**config.mk**
```make
export PLATFORM = sky130hd
export DESIGN_NAME = freq_smoother
export DESIGN_NICKNAME = d
export VERILOG_FILES = /design/src/rtl/freq_smoother_pkg.sv /design/src/rtl/freq_smoother_ema_step.sv /design/src/rtl/freq_smoother.sv
export SDC_FILE = /design/constraint.sdc
export NUM_CORES = 1
export LEC_CHECK = 0
export ABC_AREA = 0
export BUFFER_PORTS_ARGS = -buffer_cell sky130_fd_sc_hd__buf_4
export CAP_MARGIN = 15
export CORE_ASPECT_RATIO = 1.4
export CORE_UTILIZATION = 40
export CTS_CLUSTER_DIAMETER = 40
export DETAILED_ROUTE_END_ITERATION = 16
export GPL_TIMING_DRIVEN = 0
export HOLD_SLACK_MARGIN = 0.02
export PLACE_DENSITY = 0.68
export RECOVER_POWER = 100
export SYNTH_ARGS = -nofsm -noshare
export SYNTH_HDL_FRONTEND = slang
export SYNTH_SLANG_ARGS = --single-unit
```
**constraint.sdc**
```tcl
create_clock -name clk_in -period 12.2 [get_ports clk_in]
set_clock_uncertainty 0.2 [all_clocks]
set_input_delay 0 -clock clk_in [delete_from_list [all_inputs] [get_ports clk_in]]
set_output_delay 0 -clock clk_in [all_outputs]
set_load 0.01 [all_outputs]
```
**src/rtl/freq_smoother_pkg.sv**
```systemverilog
// Shared types and default constants for the pitch-to-ball frequency smoother.
package freq_smoother_pkg;

  localparam int unsigned FREQ_W              = 16;
  localparam int unsigned CNT_W               = 8;
  localparam int unsigned SHIFT_W             = 4;

  localparam int unsigned DEF_MIN_FREQ        = 80;
  localparam int unsigned DEF_MAX_FREQ        = 1020;
  localparam int unsigned DEF_REST_FREQ       = 400;
  localparam int unsigned DEF_ALPHA_SHIFT     = 2;
  localparam int unsigned DEF_SILENCE_FRAMES  = 8;

  typedef enum logic {
    SILENT   = 1'b0,
    TRACKING = 1'b1
  } state_e;

  // Inclusive range gate applied to raw detector samples.
  function automatic logic in_range(input logic [FREQ_W-1:0] f,
                                    input logic [FREQ_W-1:0] lo,
                                    input logic [FREQ_W-1:0] hi);
    return (f >= lo) && (f <= hi);
  endfunction

endpackage

```
**src/rtl/freq_smoother_ema_step.sv**
```systemverilog
// One exponential-moving-average step: acc + ((sample - acc) >>> shift), floor rounding.
module ema_step
  import freq_smoother_pkg::*;
(
  input  logic [FREQ_W-1:0]  acc_i,
  input  logic [FREQ_W-1:0]  sample_i,
  input  logic [SHIFT_W-1:0] shift_i,
  output logic [FREQ_W-1:0]  acc_next_o
);

  logic signed [FREQ_W:0] diff_c;
  logic signed [FREQ_W:0] step_c;

  // 17-bit signed so a falling target produces a negative, floor-shifted step.
  always_comb begin
    diff_c     = $signed({1'b0, sample_i}) - $signed({1'b0, acc_i});
    step_c     = diff_c >>> shift_i;
    acc_next_o = FREQ_W'($signed({1'b0, acc_i}) + step_c);
  end

endmodule

```
**src/rtl/freq_smoother.sv**
```systemverilog
// Range-gates raw pitch samples, smooths them with an EMA and latches the result once per video frame.
module freq_smoother
  import freq_smoother_pkg::*;
#(
  parameter int unsigned MIN_FREQ       = DEF_MIN_FREQ,
  parameter int unsigned MAX_FREQ       = DEF_MAX_FREQ,
  parameter int unsigned ALPHA_SHIFT    = DEF_ALPHA_SHIFT,
  parameter int unsigned SILENCE_FRAMES = DEF_SILENCE_FRAMES,
  parameter int unsigned REST_FREQ      = DEF_REST_FREQ
) (
  input  logic              clk_in,
  input  logic              rst_in,
  input  logic [FREQ_W-1:0] raw_freq_in,
  input  logic              raw_valid_in,
  input  logic              new_frame_in,
  output logic [FREQ_W-1:0] freq_out,
  output logic              freq_valid_out,
  output logic              silent_out
);

  localparam logic [FREQ_W-1:0]  MIN_L    = FREQ_W'(MIN_FREQ);
  localparam logic [FREQ_W-1:0]  MAX_L    = FREQ_W'(MAX_FREQ);
  localparam logic [FREQ_W-1:0]  REST_L   = FREQ_W'(REST_FREQ);
  localparam logic [SHIFT_W-1:0] SHIFT_L  = SHIFT_W'(ALPHA_SHIFT);
  localparam logic [CNT_W-1:0]   SIL_L    = CNT_W'(SILENCE_FRAMES);
  localparam logic [CNT_W-1:0]   CNT_MAX  = {CNT_W{1'b1}};

  state_e              state_q, state_d;
  logic [FREQ_W-1:0]   acc_q, acc_d;
  logic [CNT_W-1:0]    silence_cnt_q, silence_cnt_d;
  logic [FREQ_W-1:0]   freq_q, freq_d;
  logic                freq_valid_q, freq_valid_d;
  logic                silent_q, silent_d;

  logic                accept_c;
  logic [FREQ_W-1:0]   ema_next_c;
  logic [CNT_W-1:0]    cnt_inc_c;

  ema_step u_ema_step (
    .acc_i      (acc_q),
    .sample_i   (raw_freq_in),
    .shift_i    (SHIFT_L),
    .acc_next_o (ema_next_c)
  );

  assign accept_c  = raw_valid_in && in_range(raw_freq_in, MIN_L, MAX_L);
  assign cnt_inc_c = (silence_cnt_q == CNT_MAX) ? CNT_MAX : silence_cnt_q + CNT_W'(1);

  // Next-state: tracking FSM, silence counter and frame latch.
  always_comb begin
    state_d       = state_q;
    acc_d         = acc_q;
    silence_cnt_d = silence_cnt_q;
    freq_d        = freq_q;
    freq_valid_d  = 1'b0;
    silent_d      = (state_q == SILENT);

    unique case (state_q)
      SILENT: begin
        if (accept_c) begin
          acc_d         = raw_freq_in;
          silence_cnt_d = '0;
          state_d       = TRACKING;
        end
      end
      TRACKING: begin
        if (accept_c) begin
          acc_d         = ema_next_c;
          silence_cnt_d = '0;
        end else if (new_frame_in) begin
          silence_cnt_d = cnt_inc_c;
          if (cnt_inc_c == SIL_L) begin
            state_d = SILENT;
          end
        end
      end
      default: state_d = SILENT;
    endcase

    // Latch uses the pre-update acc and the state before this edge's transition.
    if (new_frame_in) begin
      freq_d       = (state_q == TRACKING) ? acc_q : REST_L;
      freq_valid_d = 1'b1;
    end
  end

  always_ff @(posedge clk_in or posedge rst_in) begin
    if (rst_in) begin
      state_q       <= SILENT;
      acc_q         <= '0;
      silence_cnt_q <= '0;
      freq_q        <= REST_L;
      freq_valid_q  <= 1'b0;
      silent_q      <= 1'b1;
    end else begin
      state_q       <= state_d;
      acc_q         <= acc_d;
      silence_cnt_q <= silence_cnt_d;
      freq_q        <= freq_d;
      freq_valid_q  <= freq_valid_d;
      silent_q      <= silent_d;
    end
  end

  assign freq_out       = freq_q;
  assign freq_valid_out = freq_valid_q;
  assign silent_out     = silent_q;

endmodule

```
# Word-level counts from Yosys, hierarchy flattened
# Cells that the tools add are included.
dict set report word_totals {
  output_inout_bits 18
  elab_cells 36
  reg_bits 43
}
dict set report classes {
  magnitude_cmp 2
  add_sub_neg 3
  reduce_logical 4
  bitwise 1
  muxes 15
  eq_ne 5
}
# operator n
set ops {}
lappend ops {{$mux 16} 3}
lappend ops {{$mux 8} 4}
lappend ops {{$pmux 16 s2} 1}
lappend ops {{$sub 16x16->17} 1}
lappend ops {{$add 16x15->16} 1}
lappend ops {{$ge 16x7->1 const B} 1}
lappend ops {{$le 16x10->1 const B} 1}
lappend ops {{$pmux 8 s2} 1}
lappend ops {{$add 8x1->8 const B} 1}
lappend ops {{$eq 8x4->1 const B} 1}
lappend ops {{$eq 8x8->1 const B} 1}
lappend ops {{$mux 1} 5}
lappend ops {{$ne 2x1->1 const B} 2}
lappend ops {{$reduce_and 2->1} 2}
lappend ops {{$ne 3x2->1 const B} 1}
lappend ops {{$logic_and 1x1->1} 2}
lappend ops {{$pmux 1 s2} 1}
lappend ops {{$not 1->1} 1}

# Depth between registers and ports, before layout
# Gate-level depths: netlist of the first run.
dict set report depth {
  word_depth 7
  depth_mapped 19
  ltp_nobuf 19
}

# By module
# A second synthesis of the first run with hierarchy kept.
dict set report unflattened {
  hier_cells 607
  hier_area_um2 4870.9
}
# module seq_area_each_um2 instances area_each_um2 cells_each
set modules_own_cells {}
lappend modules_own_cells {ema_step 0.0 1 2750.1 414}
lappend modules_own_cells {freq_smoother 1081.0 1 2120.8 193}

# Least setup slack after synthesis of the first run
# Ideal clock, no wire load.
dict set report synth_timing {
  path_type {register -> register}
  start {register acc_q[1]}
  end {register acc_q[15]}
  arrival_ns 3.630
  setup_slack_ns 8.248
  stages_incl_launch_ff 19
  n_path_buf 0
  period_less_slack_ns 3.952
  cell_sequence {dfrtp_1 > inv_1 > ha_1 > a21oi_1 > a21oi_1 > and2_1 > o21a_1 > o21a_1 > nor2_1 > xnor2_1 > ha_1 > or4_1 > o21a_1 > o41a_4 > a2111oi_4 > o41ai_1 > xor2_1 > o21ai_1 > a32o_1}
}
dict set report synth_between {
  elab_chain_len 4
}
# item line
set synth_rtl {}
lappend synth_rtl {{start, declared} freq_smoother.sv:29} ;# logic [FREQ_W-1:0] acc_q, acc_d;
lappend synth_rtl {{start signal, assigned} freq_smoother.sv:90} ;# acc_q <= '0;
lappend synth_rtl {{start signal, assigned} freq_smoother.sv:97} ;# acc_q <= acc_d;
lappend synth_rtl {{$sub 16x16->17} freq_smoother_ema_step.sv:16} ;# diff_c = $signed({1'b0, sample_i}) - $signed({1'b0, acc_i});
lappend synth_rtl {{$add 16x15->16 (*)} freq_smoother_ema_step.sv:18} ;# acc_next_o = FREQ_W'($signed({1'b0, acc_i}) + step_c);
lappend synth_rtl {{$mux 16 (*)} freq_smoother.sv:67} ;# if (accept_c) begin
lappend synth_rtl {{$pmux 16 s2 (*)} freq_smoother.sv:58} ;# unique case (state_q)
# Every way passes the cells marked *; elsewhere a longest branch is shown, timed or not. The select of a mux whose other input is x is not followed.
# A chain may end at the register's enable or synchronous reset.

# Worst setup path in the final report of the first run
# Ends and elaborated chain as after synthesis.

==> results.md, run 1 <==
- Outcome: complete, but fails checks
- Failing checks: capacitance limit, slew limit
- PD cells: ~240 nW/um^2
- DR WL/cell: 14.9 um
- Synth Area in Compound Gates: 0.204
- Largest family of logic cells by synthesized area: compound AO/OA/AOI/OAI gates
- Reg2Reg Setup Slack: 7.43 ns
- Clock root cell: clkbuf_8
- Commonest non-fill, non-tap cell in the layout: dfrtp_1
- Clk Latency, worst-skew pair: 0.29 ns
- WHS Path Cells: 7
- PortBufs: 37
- Vias in the first global route: 2814
- Post-synthesis mux area share: 0.0250
- Top cells by area, synth: dfrtp_1, ha_1, xnor2_1, a21oi_1, nor2_1
- Yosys warnings: 0
- Die Footprint: roughly 8400 um^2
- Hold path endpoint: acc_q[5]
- Crit Path Max Fanout: 5
- Layout cell share with drive strength beyond 1: 0.0794
- Final setup margin: ~7.4 ns
- HP Class: in -> reg
- H-Tree Depth: 2
- Syn avg cell area: between 8 and 9 um^2
- Slew HR: -0.0607
- Design area: roughly 3800 um^2
- Met1 global-route usage: 0.223
- Antenna viol nets, final: 0
- RSZ-0062 raised after global routing: false
- Post-route DRC: 0
- Share of the synthesized area in the top cell type: 0.304
- Largest net degree at the start of global routing: 44
- Clock tree sinks: 43
- Max cap viols: 1
- Slowest CP cell: a2111oi_0
- Critical path class: reg -> reg
- Sequential fraction of the synthesis area: 0.337
- GR Layer Usage met2: 0.367
- PostCTS Resize Cnt: 0
- Initial core utilization: 0.414
- Data required time of the critical path: 12.18 ns
- Crit path cell chain: inv_1 -> ha_1 -> a21oi_1 -> a21oi_1 -> and2_0 -> o21a_1 -> nor2_1 -> xnor2_1 -> ha_1 -> or4_1 -> o21a_1 -> o41a_2 -> a2111oi_0 -> o41ai_1 -> xor2_1 -> o21ai_0 -> a32o_1
- Fin crit share: 0.391
- Drt pass-1 iters: 4
- 1st-iter DRT viols: 123
- Most frequent cells in the layout: dfrtp_1, nor2_1, ha_1
- Post-CTS Setup Inserts: 0
- Footprint of the multi-input gates: 1910 um^2
- Post-Synth XOR/XNOR Area: 0.0682
- Max IR drop VDD: roughly 0.000088 V
- Leakage power: ~1.7 nW
- Avg Vias per Cell: 5.41
- FF-to-FF path depth: 17
- Asr flop ratio synth: 1.00
- Synth unique cells: 50
- Pins Over Slew Limit: 44
- Post-placement setup slack: between 7 and 8 ns
- Worst Setup End Kind: register
- Layout Cells excl Fill: roughly 530
- Post-synth top area cell: dfrtp_1
- Register area: 1080 um^2
- Setup TNS: 0 ns
- Fmax: 210 MHz
- GRT met3 Usage: 0.0219
- Number of flops mapped to enable cells by yosys: 0
- Antenna Cells: 0
- Vias: roughly 2.9k
- Busiest grt layer: met2
- GP Congestion: 0.893
- Yosys reg bits: 43
- Adder-cell area share of the yosys netlist: 0.135
- I/O pin count: 38
- Row count: 38
- Min-delay src: raw_freq_in[10]
- Mapped Nets: approximately 420
- Initial antenna violation count: 0
- Ys flop type: dfrtp_1
- Post-Synth Simple-Gate Area: 0.173
- Clk pin slew, worst setup/hold paths: around 0.08 ns
- Delay-heaviest family, CP: compound AO/OA/AOI/OAI gates
- Setup Viol. Count Final: 0
- Buffers & Inverters on Critical Path: 1
- Reg2reg start: acc_q[1]
- Worst Path Arrival: 4.76 ns
- All-layer global routing usage: 0.197
- Mapped cell area: 3210 um^2
- Die W: just under 80 um
- Crit-path max cell delay: 0.68 ns
- TritonCTS Buffers: 5
- Hpwl dp: ~6.2 mm
- Worst Max-Slew Pin Slew: 1.59 ns
- Layout Nets: 481
- Placed cells: a little over 500
- Die H: roughly 110 um
- Worst Setup Start Kind: register
- Min Clock Period, post-route: roughly 4.8 ns
- Final hold violation count: 0
- Global-route wire length before repair: 13.0 mm
- CTS tree: yes
- Clk buf depth: 2
- RR Endpoint: acc_q[15]
- Routed Wire Length: 7.84 mm
- Syn Inst Count: 370
- Total gr overflow: 0
- Post-DP Area: 3610 um^2
- Std-Cell Core Area: between 7000 and 8000 um^2
- Area grow syn2layout: 17.4%
- Fill cell count: 752
## tightest hold or removal path: cells and delay by family
family,cells,cell delay (ns)
AO/OA/AOI/OAI,2,0.16
buffers and inverters,2,0.24
AND/OR/NAND/NOR,3,0.23
## cell usage after synthesis (12+ instances only)
cell / instances
a21oi_1: 28
o21ai_0: 16
nor2_1: 37
nand3_1: 18
inv_1: 31
o21ai_1: 12
nor3_1: 12
ha_1: 33
dfrtp_1: 39
nand2_1: 20
xnor2_1: 22
## how the worst max path moves through the flow
stage	start	endpoint	slack [ns]	cells past startpoint
finish	acc_q[1]	acc_q[15]	7.43	17
CTS	acc_q[1]	acc_q[15]	7.82	18
detailed placement	acc_q[1]	acc_q[15]	7.85	17
global placement	acc_q[1]	acc_q[15]	7.92	17
floorplan	acc_q[1]	acc_q[15]	8.25	18
global route	acc_q[1]	acc_q[15]	7.04	17
## layout make-up
| class | instances | share of cell area |
|---|---|---|
| Inverter | 33 | 0.0332 |
| Clock buffer | 6 | 0.0193 |
| Sequential cell | 43 | 0.287 |
| Timing Repair Buffer | 50 | 0.0913 |
| Multi-Input combinational cell | 283 | 0.507 |
| Tap cell | 100 | 0.0332 |
| Clock inverter | 2 | 0.0159 |
| Buffer | 11 | 0.0130 |
## timing repair
item | CTS | global route
hold buffers | 13 | 0
setup endpoints to repair | 0 | 0
endpoints found under the hold margin | 51 | 0
## logic make-up after synthesis
kind of cell	after synthesis
buffers and inverters	44
XOR/XNOR	25
adder cells (fa/ha/maj)	34
multiplexers	8
AND/OR/NAND/NOR	116
AO/OA/AOI/OAI	100
flip-flops	43
## where the power goes
part	internal, mW	switching [mW]
clock network	0.0818	0.0485
logic	0.243	0.300
registers	0.189	0.0423
total	0.514	0.391
## per-stage QoR
| step | hold WS (ns) | total power, mW | utilization |
|---|---|---|---|
| after floorplan | -0.169 | 0.672 | - |
| after global placement | -0.0508 | 0.791 | 0.466 |
| after detailed placement | -0.0462 | 0.804 | 0.466 |
| after CTS | 0.163 | 0.940 | 0.500 |
| after global routing | 0.214 | 0.983 | 0.486 |
| final | 0.172 | 0.905 | 0.486 |
## per-layer routing
| layer | share of wire | routed length (um) |
|---|---|---|
| met2 | 0.52 | 4070 |
| met1 | 0.43 | 3360 |
| met4 | 0.031 | 242 |
| met3 | 0.022 | 176 |
| met5 | 0 | 0 |
## registers in the layout (all words and copies together) (netlist names)
name,flops
freq_valid_out,1
silence_cnt_q,8
state_q,1
acc_q,16
silent_out,1
freq_out,16
Note: power is estimated with default switching activity, not from simulation.
==> run 2, diff against run 1 <==
==> constraint.sdc (replaced) <==
create_clock -name clk_in -period 4.79 [get_ports clk_in]
set_clock_uncertainty 0.2 [all_clocks]
set_input_delay 0 -clock clk_in [delete_from_list [all_inputs] [get_ports clk_in]]
set_output_delay 0 -clock clk_in [all_outputs]
set_load 0.01 [all_outputs]
==> results.md, run 2 (same netlist as run 1, synthesis figures left out) <==
- Failing checks: capacitance limit, slew limit
- Clk Latency, worst-skew pair: 0.30 ns (about the same)
- Most frequent cells in the layout: dfrtp_1, nor2_1, ha_1
- Hpwl dp: 6.16 mm (unchanged)
- Setup Viol. Count Final: 0 (unchanged)
- Initial core utilization: 0.414 (unchanged)
- Layout Nets: 481 (unchanged)
- Post-CTS Setup Inserts: 0 (unchanged)
- Max IR drop VDD: 0.000225 V (+160%)
- Commonest non-fill, non-tap cell in the layout: dfrtp_1
- Setup TNS: 0 ns (unchanged)
- Std-Cell Core Area: 7750 um^2 (unchanged)
- Antenna Cells: 0 (unchanged)
- Fmax: 228 MHz (+8.6%)
- WL met1: 3.34 mm (-0.54%)
- Vias: 2861 (+0.070%)
- Register area: 1080 um^2 (unchanged)
- Crit Path Max Fanout: 5 (unchanged)
- Worst Setup End Kind: register
- Antenna viol nets, final: 0 (unchanged)
- Largest net degree at the start of global routing: 44 (unchanged)
- Outcome: complete, but fails checks
- H-Tree Depth: 2 (unchanged)
- Max cap viols: 1 (unchanged)
- Data required time of the critical path: 4.77 ns (-7.41 ns)
- All-layer global routing usage: 0.197 (unchanged)
- Slowest CP cell: or4_1
- Layout cell share with drive strength beyond 1: 0.0818 (+0.00234)
- DR WL/cell: 14.8 um (-0.19%)
- FF-to-FF path depth: 17 (unchanged)
- Worst Setup Start Kind: register
- Row count: 38 (unchanged)
- Die H: 108 um (unchanged)
- Routed Wire Length: 7.83 mm (-0.19%)
- RSZ-0062 raised after global routing: false
- CTS tree: yes
- Worst Path Arrival: 4.38 ns (-0.38 ns)
- Crit path cell chain: inv_1 -> ha_1 -> a21oi_1 -> a21oi_1 -> and2_1 -> o21a_1 -> nor2_1 -> xnor2_1 -> ha_1 -> or4_1 -> o21a_1 -> o41a_4 -> a2111oi_4 -> o41ai_1 -> xor2_1 -> o21ai_1 -> a32o_1
- Clock tree sinks: 43 (unchanged)
- Clock root cell: clkbuf_8
- Fill cell count: 747 (-0.66%)
- Post-route DRC: 0 (unchanged)
- Leakage power: 1.66 nW (+0.18%)
- Max Used Layer: met4
- Slew HR: -0.0586 (+0.00201)
- Met3 routed WL: 175 um (-0.57%)
- Area grow syn2layout: 18.2%
- PD cells: 617 nW/um^2 (+160%)
- Total Power: 2.34 mW (+160%)
- Vias in the first global route: 2814 (unchanged)
- Min Clock Period, post-route: 4.39 ns (-0.377 ns)
- Crit-path max cell delay: 0.52 ns (-0.16 ns)
- Global-route wire length before repair: 13.0 mm (unchanged)
- PortBufs: 37 (unchanged)
- HP Class: in -> reg
- Total gr overflow: 0 (unchanged)
- Die W: 77.7 um (unchanged)
- TritonCTS Buffers: 5 (unchanged)
- Final hold violation count: 0 (unchanged)
- Footprint of the multi-input gates: 1940 um^2 (+1.4%)
- Fin crit share: 0.917 (+0.526)
- DR WL met2: 4.07 mm (about the same)
- I/O pin count: 38 (unchanged)
- WHS Path Cells: 7 (unchanged)
- Drt pass-1 iters: 4 (unchanged)
- 1st-iter DRT viols: 125 (+1.6%)
- Clk buf depth: 2 (unchanged)
- Worst Max-Slew Pin Slew: 1.59 ns (-0.00302 ns)
- Clk pin slew, worst setup/hold paths: 0.08 ns (about the same)
- Critical path class: reg -> reg
- Avg Vias per Cell: 5.42 (about the same)
- Initial antenna violation count: 0 (unchanged)
- Die Footprint: 8390 um^2 (unchanged)
- GP Congestion: 0.893 (unchanged)
- Pins Over Slew Limit: 44 (unchanged)
run 2: cell counts in the layout (fill, tap and decap cells not counted):
No cell type changed its count.
run 2: critical path: cells and delay by family, from the launching register on:
kind | cells | cell delay, ns
buf+inv | 1 | 0.07
simple gates | 3 | 0.86
flops | 1 | 0.45
compound gates | 9 | 1.79
xor+xnor | 2 | 0.33
fa+ha+maj | 2 | 0.57
run 2: per-layer routing:
layer	vias up	GRT usage
met3	19	0.0219
met1	1358	0.223
met4	0	0.0916
li1	1435	-
met2	49	0.367
met5	-	0
run 2: final cells by class:
cell class              count  share of cell area
plain buffers              11              0.0129
flip-flops and latches     43               0.285
inverters                  33              0.0330
clock inverters             2              0.0158
well taps                 100              0.0330
repair buffers             50              0.0907
multi-input cells         283               0.511
clock buffers               6              0.0191
run 2: stage by stage:
| step | setup WS [ns] | utilization | instance area, um^2 | hold WS (ns) | cells |
|---|---|---|---|---|---|
| 2_1_floorplan | 0.838 | - | 3210 | -0.169 | 370 |
| 3_3_place_gp | 0.511 | 0.466 | 3610 | -0.0508 | 507 |
| 3_5_place_dp | 0.438 | 0.466 | 3610 | -0.0462 | 507 |
| 4_1_cts | 0.413 | 0.500 | 3870 | 0.163 | 528 |
| 5_1_grt | 0.0505 | 0.490 | 3790 | 0.214 | 528 |
| 6_report | 0.396 | 0.490 | 3790 | 0.178 | 528 |
run 2: worst paths after layout:
| path | start | to | slack, ns |
|---|---|---|---|
| min in group asynchronous | rst_in | silence_cnt_q[7] | 0.54 |
| max in group asynchronous | rst_in | freq_valid_out | 2.92 |
| hold reg to reg | freq_out[8] | freq_out[8] | 0.31 |
| setup / recovery | acc_q[1] | acc_q[15] | 0.40 |
| setup reg to reg | acc_q[1] | acc_q[15] | 0.40 |
| hold / removal | raw_freq_in[10] | acc_q[5] | 0.18 |
run 2: where the power goes:
| group | switching, mW | total, mW | internal, mW |
|---|---|---|---|
| Sequential | 0.107 | 0.588 | 0.481 |
| Clock | 0.124 | 0.332 | 0.208 |
| Combinational | 0.781 | 1.42 | 0.639 |
| Total | 1.01 | 2.34 | 1.33 |
run 2: what timing repair did:
item | in CTS | in global routing
hold buffers | 13 | 0
endpoints found under the hold margin | 51 | 0
gates resized for setup | 0 | 0
==> run 3, diff against run 2 <==
--- a/config.mk
+++ b/config.mk
@@ -5,7 +5,7 @@
 export SDC_FILE = /design/constraint.sdc
 export NUM_CORES = 1
 export LEC_CHECK = 0
-export ABC_AREA = 0
+export ABC_AREA = 1
 export BUFFER_PORTS_ARGS = -buffer_cell sky130_fd_sc_hd__buf_4
 export CAP_MARGIN = 15
 export CORE_ASPECT_RATIO = 1.4
==> results.md, run 3 <==
- Outcome: complete, but fails checks
- Failing checks: capacitance limit, slew limit
- Sequential fraction of the synthesis area: 0.308 (-0.0287)
- Drt pass-1 iters: 4 (unchanged)
- Clock root cell: clkbuf_16
- Worst Path Arrival: 3.61 ns (-0.77 ns)
- Min Clock Period, post-route: 3.64 ns (-0.758 ns)
- HP Class: in -> reg
- Layout Nets: 568 (+18%)
- Vias: 3316 (+16%)
- RR Endpoint: acc_q[12]
- Buffers & Inverters on Critical Path: 1 (unchanged)
- # hold bufs at CTS: 14 (+1)
- Antenna viol nets, final: 0 (unchanged)
- Syn avg cell area: 7.71 um^2 (-11%)
- GP Congestion: 0.950 (+6.4%)
- PostCTS Resize Cnt: 0 (unchanged)
- Slew HR: -0.275 (-0.217)
- Avg Vias per Cell: 5.35 (-1.3%)
- Antenna Cells: 0 (unchanged)
- Reg2reg start: acc_q[1]
- Initial core utilization: 0.410 (-0.00417)
- CTS tree: yes
- Row count: 40 (+5.3%)
- Crit path cell chain: inv_1 -> ha_1 -> nand2_1 -> nand2_1 -> nand2_1 -> nand2_1 -> a21boi_0 -> o21ai_0 -> xor2_1 -> ha_1 -> a21oi_1 -> a21boi_0 -> o21bai_1 -> nand2_1 -> nand2_1 -> nand2_1 -> nand2_1 -> o21ai_0 -> nand2_1
- Mapped cell area: 3510 um^2 (+9.3%)
- Syn Inst Count: 455 (+23%)
- PortBufs: 37 (unchanged)
- Final hold violation count: 0 (unchanged)
- TritonCTS Buffers: 5 (unchanged)
- Fin crit share: 0.759 (-0.158)
- Layout cell share with drive strength beyond 1: 0.103 (+0.0211)
- I/O pin count: 38 (unchanged)
- Die Footprint: 9150 um^2 (+9.1%)
- 1st-iter DRT viols: 171 (+37%)
- Hpwl dp: 7.25 mm (+18%)
- Data required time of the critical path: 4.77 ns (about the same)
- Post-CTS Setup Inserts: 0 (unchanged)
- Post-route DRC: 0 (unchanged)
- Post-DP Area: 3940 um^2 (+9.0%)
- Post-synth top area cell: dfrtp_1
- WHS Path Cells: 6 (-1)
- Ys flop type: dfrtp_1
- Yosys reg bits: 43 (unchanged)
- Min-delay src: raw_freq_in[14]
- Worst Max-Slew Pin Slew: 1.91 ns (+0.327 ns)
- Synth unique cells: 44 (-12%)
- Clk buf depth: 2 (unchanged)
- Die H: 113 um (+4.5%)
- H-Tree Depth: 2 (unchanged)
- Mapped Nets: 509 (+20%)
- Std-Cell Core Area: 8560 um^2 (+10%)
- Crit Path Max Fanout: 4 (-1)
- Slowest CP cell: dfrtp_1
- Critical Path Source: acc_q[1]
- Crit path top cell by count: nand2_1
- Clock tree sinks: 43 (unchanged)
- Yosys warnings: 0 (unchanged)
- Pins Over Slew Limit: 37 (-16%)
- Global-route wire length before repair: 15.4 mm (+18%)
- Setup TNS: 0 ns (unchanged)
- Hold path endpoint: acc_q[5]
- Initial antenna violation count: 0 (unchanged)
- Design area: 4130 um^2 (+8.8%)
- Delay-heaviest family, CP: compound AO/OA/AOI/OAI gates
- Max cap viols: 1 (unchanged)
- Reg2Reg Setup Slack: 1.15 ns (+0.76 ns)
- PD cells: 676 nW/um^2 (+9.7%)
- Routed Wire Length: 9.24 mm (+18%)
- Most common cell in the synthesized netlist: nand2_1
- Crit-path max cell delay: 0.47 ns (-0.05 ns)
- FF-to-FF path depth: 19 (+2)
- Number of flops mapped to enable cells by yosys: 0 (unchanged)
- RSZ-0062 raised after global routing: false
- Worst Setup End Kind: register
- Share of the synthesized area in the top cell type: 0.278 (-0.0259)
- Critical path class: reg -> reg
- Largest net degree at the start of global routing: 37 (-16%)
- Leakage power: 2.00 nW (+21%)
- Post-synth top cells: nand2_1, inv_1, dfrtp_1
- Top cells by area, synth: dfrtp_1, ha_1, nand2_1, inv_1, o21ai_0
- Asr flop ratio synth: 1.00 (unchanged)
- DR WL/cell: 14.9 um (+0.52%)
- Worst Setup Start Kind: register
- Area grow syn2layout: 17.7%
- Most frequent cells in the layout: nand2_1, inv_1, dfrtp_1
- CP Depth: 19 (+2)
- Commonest non-fill, non-tap cell in the layout: nand2_1
- All-layer global routing usage: 0.217 (+0.0193)
- Fmax: 275 MHz (+21%)
- Clk pin slew, worst setup/hold paths: 0.07 ns (about the same)
- Die W: 81.2 um (+4.4%)
- Setup Viol. Count Final: 0 (unchanged)
- Clk Latency, worst-skew pair: 0.29 ns (about the same)
- Vias in the first global route: 3377 (+20%)
- Max IR drop VDD: 0.000295 V (+31%)
- Total gr overflow: 0 (unchanged)
-- run 3: cell types whose count changed after synthesis, sizes merged, moves of 8 or more --
| cell | before | now |
|---|---|---|
| nand2 | 20 | 99 |
| inv | 33 | 53 |
| mux2i | 8 | 0 |
| o21a | 9 | 0 |
| xnor2 | 22 | 12 |
| xor2 | 3 | 13 |
| o21ai | 28 | 41 |
| nand3 | 18 | 27 |
-- run 3: how the worst max path moves through the flow --
stage                      to
floorplan           acc_q[10]
global placement    acc_q[13]
detailed placement  acc_q[13]
CTS                 acc_q[13]
global route        acc_q[13]
finish              acc_q[12]
-- run 3: cells by family after synthesis --
group / share of synthesized area
AOI/OAI and AO/OA: 0.198
and+or+nand+nor: 0.231
xor gates and xnor gates: 0.0624
adders and majority gates: 0.123
DFF: 0.308
buffers and inverters: 0.0770
-- run 3: stage by stage --
stage | total power [mW] | setup WS (ns) | utilization | instances | hold slack [ns]
floorplan | 2.01 | 1.77 | - | 455 | -0.169
global placement | 2.42 | 1.35 | 0.458 | 597 | -0.0207
detailed placement | 2.46 | 1.34 | 0.460 | 598 | -0.269
CTS | 2.84 | 1.32 | 0.495 | 620 | 0.0692
global route | 3.08 | 0.727 | 0.482 | 620 | 0.117
finish | 2.79 | 1.15 | 0.482 | 620 | 0.0720
-- run 3: layout make-up --
class                   count  area [um^2]
clock buffers               7          153
plain buffers               9         66.3
repair buffers             52          358
inverters                  53          201
well taps                 105          131
fillers                   866         4430
flip-flops and latches     43         1080
multi-input cells         350         2130
clock inverters             1         7.51
-- run 3: power by group --
part | internal [mW] | switching, mW | total, mW
sequential | 0.477 | 0.0880 | 0.565
combinational | 0.726 | 1.13 | 1.86
clock | 0.222 | 0.146 | 0.368
total | 1.43 | 1.37 | 2.79
-- run 3: metal layers --
| layer | vias up | track usage | wire length [um] |
|---|---|---|---|
| li1 | 1652 | - | - |
| met1 | 1583 | 0.268 | 4080 |
| met5 | - | 0 | 0 |
| met4 | 0 | 0.0833 | 229 |
| met2 | 64 | 0.380 | 4720 |
| met3 | 17 | 0.0185 | 212 |
-- run 3: worst min-delay path, delay by kind of cell --
family	cells	cell delay [ns]
compound gates	2	0.13
buf+inv	2	0.17
simple gates	2	0.21
